`src/rtl/phase_accumulator.sv`:
```
// phase_accumulator: DDS phase accumulator whose per-tick increment glides toward a loaded target.
// The increment moves by at most GLIDE_STEP per TICK and never overshoots or wraps.
module phase_accumulator #(
    parameter logic [31:0] PHASE_INIT = 32'h00000000
) (
    input  logic        CLK,
    input  logic        RESET,
    input  logic        TICK,
    input  logic        RUN,
    input  logic [31:0] FREQ_IN,
    input  logic        FREQ_LOAD,
    input  logic [31:0] GLIDE_STEP,
    input  logic        PHASE_SYNC,
    output logic [31:0] DDS,
    output logic        WRAP,
    output logic [31:0] FREQ_CUR,
    output logic        GLIDING
);
    logic [31:0] dds_q, dds_d, cur_q, cur_d, tgt_q, tgt_d, glide_d, diff;
    logic        wrap_q, wrap_d, gliding_q, gliding_d, up, acc;
    logic [32:0] sum;

    always_comb begin
        sum = {1'b0, dds_q} + {1'b0, cur_q};
        up = cur_q < tgt_q;
        diff = up ? tgt_q - cur_q : cur_q - tgt_q;
        // A zero step means "no glide": jump straight to the target.
        glide_d = (GLIDE_STEP == '0 || diff <= GLIDE_STEP) ? tgt_q :
                  up ? cur_q + GLIDE_STEP : cur_q - GLIDE_STEP;
        acc = TICK && RUN && !PHASE_SYNC;
        dds_d = PHASE_SYNC ? PHASE_INIT : acc ? sum[31:0] : dds_q;
        wrap_d = acc && sum[32];
        tgt_d = FREQ_LOAD ? FREQ_IN : tgt_q;
        cur_d = (FREQ_LOAD && GLIDE_STEP == '0) ? FREQ_IN : TICK ? glide_d : cur_q;
        gliding_d = cur_d != tgt_d;
    end

    always_ff @(posedge CLK) begin
        if (RESET) begin
            dds_q     <= PHASE_INIT;
            wrap_q    <= 1'b0;
            cur_q     <= '0;
            tgt_q     <= '0;
            gliding_q <= 1'b0;
        end else begin
            dds_q     <= dds_d;
            wrap_q    <= wrap_d;
            cur_q     <= cur_d;
            tgt_q     <= tgt_d;
            gliding_q <= gliding_d;
        end
    end

    assign DDS      = dds_q;
    assign WRAP     = wrap_q;
    assign FREQ_CUR = cur_q;
    assign GLIDING  = gliding_q;
endmodule

```
`config.mk`:
```
export PLATFORM = sky130hd
export DESIGN_NAME = phase_accumulator
export DESIGN_NICKNAME = d
export VERILOG_FILES = /design/src/rtl/phase_accumulator.sv
export SDC_FILE = /design/constraint.sdc
export NUM_CORES = 1
export LEC_CHECK = 0
export CAP_MARGIN = 30
export CORE_MARGIN = 2
export CORE_UTILIZATION = 45
export DETAILED_ROUTE_END_ITERATION = 6
export DONT_BUFFER_PORTS = 1
export GPL_TIMING_DRIVEN = 0
export MAX_ROUTING_LAYER = met4
export SLEW_MARGIN = 10
export SYNTH_ARGS = -nofsm -noshare
export SYNTH_HDL_FRONTEND = slang
export SYNTH_SLANG_ARGS = --single-unit
```
`constraint.sdc`:
```
create_clock -name CLK -period 6.9 [get_ports CLK]
set_input_delay 1.38 -clock CLK [delete_from_list [all_inputs] [get_ports CLK]]
set_output_delay 1.38 -clock CLK [all_outputs]
set_load 0.005 [all_outputs]
```
==> results of run 1 <==
cell type report:
| type | instances | area [sq um] |
|---|---|---|
| multi-input combinational | 1552 | 11300 |
| tap | 390 | 488 |
| clock buffer | 12 | 236 |
| fill | 2939 | 13700 |
| clock inverter | 4 | 52.6 |
| sequential | 98 | 2080 |
| inverter | 131 | 503 |
| buffer | 67 | 420 |
| timing repair buffer | 72 | 616 |
worst max-delay path: cells and delay by family (launching register included):
kind	cells	cell delay (ns)
adder cells (fa/ha/maj)	3	0.86
flip-flops	1	0.39
XOR/XNOR	1	0.17
AND/OR/NAND/NOR	5	1.08
buffers and inverters	7	1.02
AO/OA/AOI/OAI	20	3.34
timing repair:
| item | CTS | global route |
|---|---|---|
| cloned | 0 | 1 |
| endpoints found under the hold margin | 0 | 0 |
| resized for setup | 221 | 70 |
| hold buffers | 0 | 0 |
| setup buffers | 46 | 23 |
| pin swaps | 53 | 49 |
| setup endpoints to repair | 33 | 3 |
worst min-delay path by stage:
stage | to | from | cells after the start | slack, ns
2_1_floorplan | DDS[11] | DDS[11] | 2 | 0.46
3_3_place_gp | DDS[12] | DDS[12] | 2 | 0.48
3_5_place_dp | DDS[30] | DDS[30] | 2 | 0.48
4_1_cts | DDS[30] | DDS[30] | 2 | 0.49
5_1_grt | DDS[3] | DDS[3] | 2 | 0.52
6_report | DDS[30] | DDS[30] | 2 | 0.49
per-stage QoR:
stage | area [sq um] | hold slack, ns | worst slack [ns] | utilization [%]
6_report | 15700 | 0.491 | -0.143 | 53.4
3_3_place_gp | 13800 | 0.478 | -3.41 | 47.1
2_1_floorplan | 13400 | 0.465 | 0.360 | -
3_5_place_dp | 13900 | 0.483 | -3.17 | 47.2
5_1_grt | 15700 | 0.520 | -0.279 | 53.4
4_1_cts | 15300 | 0.492 | 0.000175 | 51.9
kinds of logic (layout without fill, tap and decap cells):
kind of cell | after synthesis | in the layout | synth area share [%]
AND/OR/NAND/NOR | 552 | 552 | 19.1
AO/OA/AOI/OAI | 666 | 666 | 32.4
adder cells (fa/ha/maj) | 163 | 163 | 15.5
flip-flops | 98 | 98 | 14.7
XOR/XNOR | 126 | 126 | 8.26
buffers and inverters | 215 | 286 | 6.69
multiplexers | 45 | 45 | 3.38
cells in the final DEF (no fill, tap or decap), drive strengths merged, types with 19 or more instances in the layout:
cell type / Yosys / layout
a211oi: 45 / 45
a21o: 56 / 56
a21oi: 213 / 213
a31oi: 28 / 28
buf: 25 / 95
clkbuf: 59 / 56
dfxtp: 98 / 98
ha: 159 / 159
inv: 130 / 129
mux2i: 44 / 44
nand2: 183 / 183
nand3: 33 / 33
nand4: 19 / 19
nor2: 176 / 176
nor3: 30 / 30
o21a: 23 / 23
o21ai: 115 / 115
o21bai: 22 / 22
o22ai: 20 / 20
xnor2: 86 / 86
xor2: 40 / 40
state kept, by name, summed over array words and instances (netlist names):
register  cells
GLIDING       1
tgt_q        32
DDS          32
FREQ_CUR     32
WRAP          1
metal layers:
layer / track usage (%) / up-vias
met3: 9.39 / 180
met2: 62.7 / 835
met5: - / -
met1: 51.9 / 7348
met4: 19.1 / 0
li1: - / 6939
==> results.cfg, run 1 <==
[sta]
timing.final.crit_share_pct = 102
finalSetupViolCount = 1
fin_tns_setup_ns = -0.143
fin_ws_ns = -0.143
actual_slew_at_the_worst_max_slew_pin_ns = 0.978
slew_viol_final = 0
period_minus_slack_ns = 7.04
hold_viol = 0
rsz0062_at_grt = true
fin_skew_ns = 0.0172
slew_headroom_pct = 34.3
maxClockFrequency_mhz = 142

[critical_path]
setup.worst_path.class = flop to flop
timing.reg2reg.setup_slack_ns = -0.14
critical_path.max_fanout = 10
critPathLaunchType = flop
slowest_library_cell_on_the_worst_path = fa_2
r2r-end = GLIDING
critical_path.max_stage_delay_ns = 0.41
setup.worst_path.end_class = flop
crit_required_ns = 7.14
worstPathArrival_ns = 7.28
reg2reg_depth = 36
cp-startpoint = FREQ_CUR[0]
regToRegStartpoint = FREQ_CUR[0]
critical_path.endpoint = GLIDING

[synthesis]
synth_top_area_share_pct = 14.9
commonest_cells_in_the_synthesized_netlist = a21oi_1, nand2_1, nor2_1
synthesis.yosys.warnings = 0
synthesized_nets = 2098
cell_count_after_synthesis = 1865
post_synth_num_cell_types = 86
synthFlopType = dfxtp_1
synth_edf_count = 0
synthTopCellsByArea = ha_1, dfxtp_1, a21oi_1
synthMostInstantiatedCell = a21oi_1
avgSynthCellArea_sq_um = 7.16
yosysSeqAreaShare_pct = 14.7
mappedNetlistArea_sq_um = 13400
ys_seq_elements = 98
synth-async-reset-ratio_pct = 0
synth_largest_area_cell = ha_1

[die]
io_pins = 136
core_region_sq_um = 29400
die_w_um = 176
die_area_sq_um = 31100
floorplan.die.height_um = 176
row_count = 63
initial_cell_density_of_the_core_pct = 45.4

[placement]
numPortBuffers = 0
hpwl_um = 51500
globalplace.congestion = 1.08
placed_cells_incl_taps = 2258

[cts]
clock_tree.buffer_depth = 2
worstSkewPairLatency_ns = 0.37
cts_sinks = 98
cts.root.buffer_cell = clkbuf_16
cts_buffers = 9
htree_levels = 3
cts_tree = done
path_clk_slew_ns = 0.08

[run]
maxCapViolations = 0

[global_routing]
first_global_vias = 14373
grt_max_degree = 16
antenna_found_initial = 0
grt_first_pass_wirelength_um = 92000
grt_overflow_total = 0
grt_usage_pct = 41.2

[routing]
drc = 0
final_antenna_net_count = 0
via_per_inst = 6.58
detail_route.wirelength.met1_um = 26300
maxUsedRoutingLayer = met4
detail_route.iter0.violations = 1865
drt-wirelength-per-cell_um = 27.7
drt-pass1-iter-count = 5
dr_wl_met3_um = 6670
detail_route.wirelength_um = 64400
detailroute.via_count = 15302
wl_met2_um = 27800

[status]
run_status = complete, but fails checks
violated_checks = negative setup slack

[final_layout]
layout_nets = 2164
insertedDiodeCount = 0
stdcell_count = 2326
layout_cells_sized_above_1_pct = 15.3
area_growth_pct = 17.5

[hold_path]
worst_hold_path_type = flop to flop
Power of run 1 is left out: the tool's default activity adds up to more than one toggle a clock period on the data nets, which glitch-free logic cannot reach.
==> run 2, diff against run 1 <==
clock period = 6.7 ns   (was 6.9 ns; I/O delays follow)
==> results.cfg, run 2 (same netlist as run 1, synthesis figures left out) <==
[status]
run_status = complete, but fails checks
violated_checks = design-rule violations, negative setup slack

[run]
maxCapViolations = 0

[final_layout]
stdcell_count = 2323
most-common-layout-cells = a21oi_1, nand2_1, nor2_1
layout_cells_sized_above_1_pct = 15.2
n_fill_cell = 2931
utilization_pct = 53.3
insertedDiodeCount = 0
layout_nets = 2161
area_growth_pct = 17.4
layout_commonest_cell = a21oi_1

[die]
floorplan.die.height_um = 176
io_pins = 136
die_w_um = 176
core_region_sq_um = 29400
row_count = 63
die_area_sq_um = 31100
initial_cell_density_of_the_core_pct = 45.4

[critical_path]
critical_path.max_stage_delay_ns = 0.39
cell_family_with_the_largest_share_of_critical_path_delay = compound AO/OA/AOI/OAI gates
critPathLaunchType = flop
crit_required_ns = 6.94
worstPathArrival_ns = 7.28
cp_num_buf_inv = 8
setup.worst_path.end_class = flop
setup.worst_path.class = flop to flop
slowest_library_cell_on_the_worst_path = dfxtp_4
critical_path.max_fanout = 10

[placement]
globalplace.congestion = 1.08
hpwl_um = 51500
placed_cells_incl_taps = 2258
dp_worst_setup_slack_ns = -3.37
numPortBuffers = 0

[routing]
drt-wirelength-per-cell_um = 27.7
drc = 6
detail_route.wirelength_um = 64400
via_per_inst = 6.57
detail_route.iter0.violations = 1862
final_antenna_net_count = 0
drt-pass1-iter-count = 7
detailroute.via_count = 15264

[global_routing]
grt_usage_pct = 41.3
first_global_vias = 14377
grt_first_pass_wirelength_um = 92000
grt_overflow_total = 0
antenna_found_initial = 0
grt_max_degree = 16

[sta]
final.hold.worst_slack_ns = 0.490
finalSetupViolCount = 1
period_minus_slack_ns = 7.03
timing.final.crit_share_pct = 105
slew_headroom_pct = 31.3
actual_slew_at_the_worst_max_slew_pin_ns = 1.02
fin_ws_ns = -0.331
hold_viol = 0
slew_viol_final = 0
fin_skew_ns = 0.0194
rsz0062_at_grt = true
maxClockFrequency_mhz = 142

[cts]
htree_levels = 3
cts.root.buffer_cell = clkbuf_16
cts_sinks = 98
cts_tree = done
worstSkewPairLatency_ns = 0.38
path_clk_slew_ns = 0.08
cts_buffers = 9
clock_tree.buffer_depth = 2
ctsHoldBuffers = 0

[hold_path]
worst_hold_path_type = flop to flop
==> run 2: layout make-up <==
class / instances / area [sq um] / share of cell area (%)
flip-flops and latches: 98 / 2090 / 13.3
well taps: 390 / 488 / 3.11
repair buffers: 69 / 589 / 3.76
plain buffers: 67 / 420 / 2.68
clock inverters: 4 / 52.6 / 0.335
clock buffers: 12 / 236 / 1.51
inverters: 131 / 503 / 3.21
multi-input cells: 1552 / 11300 / 72.1
==> run 2: worst paths after layout <==
check / cells after the start / slack, ns / start / to
max: 35 / -0.33 / FREQ_CUR[0] / GLIDING
max reg2reg: 35 / -0.33 / FREQ_CUR[0] / GLIDING
min: 2 / 0.49 / DDS[30] / DDS[30]
min reg2reg: 2 / 0.49 / DDS[30] / DDS[30]
==> run 2: routing by layer <==
metal / global-route usage [%] / up-vias / wire (um) / part of all wire, %
met2: 62.7 / 801 / 27600 / 43
met3: 9.52 / 188 / 6480 / 10
met4: 19.2 / 0 / 3650 / 5.7
met5: - / - / 0 / 0
met1: 51.9 / 7364 / 26600 / 41
li1: - / 6911 / - / -
==> run 2: metrics by stage <==
| step | TNS, ns | instance area (sq um) |
|---|---|---|
| finish | -0.331 | 15700 |
| floorplan | 0 | 13400 |
| detailed placement | -67.36 | 13900 |
| global placement | -73.71 | 13800 |
| CTS | -0.191 | 15300 |
| global route | -0.633 | 15700 |
==> run 2: what timing repair did <==
item / in CTS / in global routing
endpoints found under the setup margin: 33 / 6
gates resized for setup: 225 / 66
buffers inserted: 46 / 20
gates cloned: 0 / 1
pin swaps: 53 / 47
==> run 2: worst register-to-register path: cells and delay by family, from the launching register on <==
kind            cells  cell delay (ns)
fa+ha+maj           3             0.83
compound gates     18             3.06
simple gates        5             1.33
flops               1             0.39
xor+xnor            1             0.14
buf+inv             8             1.17
Power of run 2 is left out for the same reason.
==> run 3, diff against run 2 <==
ABC_AREA = 1   (was unset)
==> results.cfg, run 3 <==
[synthesis]
ys_seq_elements = 98
synthesis.yosys.warnings = 0
post_synth_num_cell_types = 62
synth_largest_area_cell = nand2_1
synthAdderAreaFrac_pct = 14.8
synth_edf_count = 0
synth-async-reset-ratio_pct = 0
synth_top_area_share_pct = 16.9
commonest_cells_in_the_synthesized_netlist = nand2_1, inv_1, nor2_1
synthMostInstantiatedCell = nand2_1
synth_top_family_by_area = simple AND/OR/NAND/NOR gates
synth_compound_gate_area_share_pct = 18.8
mappedNetlistArea_sq_um = 14000
cell_count_after_synthesis = 2360
avgSynthCellArea_sq_um = 5.93
synthTopCellsByArea = nand2_1, ha_1, dfxtp_1
synth_xor_area_share_pct = 6.39
synthFlopType = dfxtp_1
synthSimpleGateAreaFrac_pct = 32.2
yosysSeqAreaShare_pct = 14.0
synthesized_nets = 2593
muxShareOfSynthArea_pct = 0.215

[critical_path]
reg2reg_depth = 38
r2r-end = GLIDING
setup.worst_path.class = flop to flop
worstPathArrival_ns = 6.50
critical_path.max_fanout = 10
timing.reg2reg.setup_slack_ns = 0.41
critPathLaunchType = flop
setup.worst_path.end_class = flop
crit_required_ns = 6.91
critPathMostFrequentCell = nand2_1
regToRegStartpoint = FREQ_CUR[3]
slowest_library_cell_on_the_worst_path = dfxtp_1
critical_path.max_stage_delay_ns = 0.62

[placement]
place_area_sq_um = 14500
numPortBuffers = 0
dp_worst_setup_slack_ns = 0.511
hpwl_um = 45600
placed_cells_incl_taps = 2758
globalplace.congestion = 0.954

[die]
row_count = 64
core_region_sq_um = 30600
die_area_sq_um = 32500
io_pins = 136
floorplan.die.height_um = 180
initial_cell_density_of_the_core_pct = 45.7
die_w_um = 180

[routing]
final_antenna_net_count = 0
drt-pass1-iter-count = 5
detail_route.wirelength_um = 53200
via_per_inst = 5.41
drt-wirelength-per-cell_um = 19.2
drc = 0
detailroute.via_count = 15012
detail_route.iter0.violations = 1231

[cts]
worstSkewPairLatency_ns = 0.36
ctsHoldBuffers = 0
cts_sinks = 98
htree_levels = 3
path_clk_slew_ns = 0.07
clock_tree.buffer_depth = 2
cts_tree = done
cts_buffers = 9
cts.root.buffer_cell = clkbuf_16

[sta]
slew_headroom_pct = 44.7
actual_slew_at_the_worst_max_slew_pin_ns = 0.825
slew_viol_final = 0
period_minus_slack_ns = 6.29
rsz0062_at_grt = false
fin_skew_ns = 0.00988
hold_viol = 0
fin_ws_ns = 0.405
finalSetupViolCount = 0
maxClockFrequency_mhz = 159
timing.final.crit_share_pct = 94.0

[final_layout]
stdcell_count = 2774
most-common-layout-cells = nand2_1, inv_1, nor2_1
layout_nets = 2606
layout_commonest_cell = nand2_1
area_growth_pct = 5.67
insertedDiodeCount = 0
layout_cells_sized_above_1_pct = 5.76
finalInstanceArea_sq_um = 14800

[global_routing]
grt_usage_pct = 32.7
grt_first_pass_wirelength_um = 80200
grt_overflow_total = 0
grt_max_degree = 17
first_global_vias = 14298
antenna_found_initial = 0

[status]
run_status = completed

[run]
maxCapViolations = 0

[hold_path]
min_to = DDS[0]
worst_hold_path_type = flop to flop
worst_hold_startpoint = DDS[0]
hold-path-cell-count = 2
run 3: cell types whose count changed after synthesis, moves of 26 or more:
cell	delta
inv_2	+26
o21ai_0	+30
mux2i_1	-41
clkbuf_1	-37
xor2_1	+28
inv_1	+274
nand3_1	+101
a211oi_1	-36
a21oi_1	-26
a21o_1	-50
xnor2_1	-52
nand2_1	+448
run 3: kinds of logic (layout without fill, tap and decap cells):
kind of cell             after synthesis  count (layout)
buffers and inverters                482             500
AO/OA/AOI/OAI                        456             456
multiplexers                           3               3
adder cells (fa/ha/maj)              163             163
XOR/XNOR                             102             102
AND/OR/NAND/NOR                     1056            1056
flip-flops                            98              98
run 3: worst max path at each step:
stage	from	end	slack [ns]	cells after the start
after floorplan	FREQ_CUR[0]	GLIDING	2.31	38
after global placement	FREQ_CUR[15]	GLIDING	-0.11	34
after detailed placement	FREQ_CUR[1]	GLIDING	0.51	33
after CTS	FREQ_CUR[1]	GLIDING	0.47	33
after global routing	FREQ_CUR[3]	GLIDING	0.01	38
final	FREQ_CUR[3]	GLIDING	0.41	38
run 3: area by class of cell:
| type | instances | area (sq um) |
|---|---|---|
| clock buffers | 11 | 243 |
| inverters | 430 | 1610 |
| fillers | 3318 | 15800 |
| flip-flops and latches | 98 | 1970 |
| repair buffers | 2 | 12.5 |
| multi-input cells | 1780 | 10100 |
| clock inverters | 5 | 38.8 |
| well taps | 396 | 495 |
| plain buffers | 52 | 287 |
run 3: what timing repair did:
item	in CTS	in global routing
endpoints found under the setup margin	0	1
buffers inserted	0	0
gates resized for setup	0	4
run 3: critical path: cells and delay by family (launching register included):
family	cells	cell delay [ns]
buf+inv	6	0.85
fa+ha+maj	2	0.57
flops	1	0.62
simple gates	23	2.77
compound gates	6	1.17
xor+xnor	1	0.14
run 3: stage by stage:
stage,TNS (ns),hold WS [ns],utilization (%)
floorplan,0,0.479,-
global placement,-0.107,0.506,47.4
detailed placement,0,0.509,47.4
CTS,0,0.519,48.3
global route,0,0.542,48.3
finish,0,0.515,48.3
run 3: metal layers:
metal	up-vias	global-route usage [%]	part of all wire, %	wire length (um)
li1	7594	-	-	-
met1	6834	40.8	44	23600
met2	496	54.5	46	24500
met3	88	4.61	6.4	3410
met4	0	10.5	3.2	1700
met5	-	-	0	0
Power of run 3 is left out for the same reason.
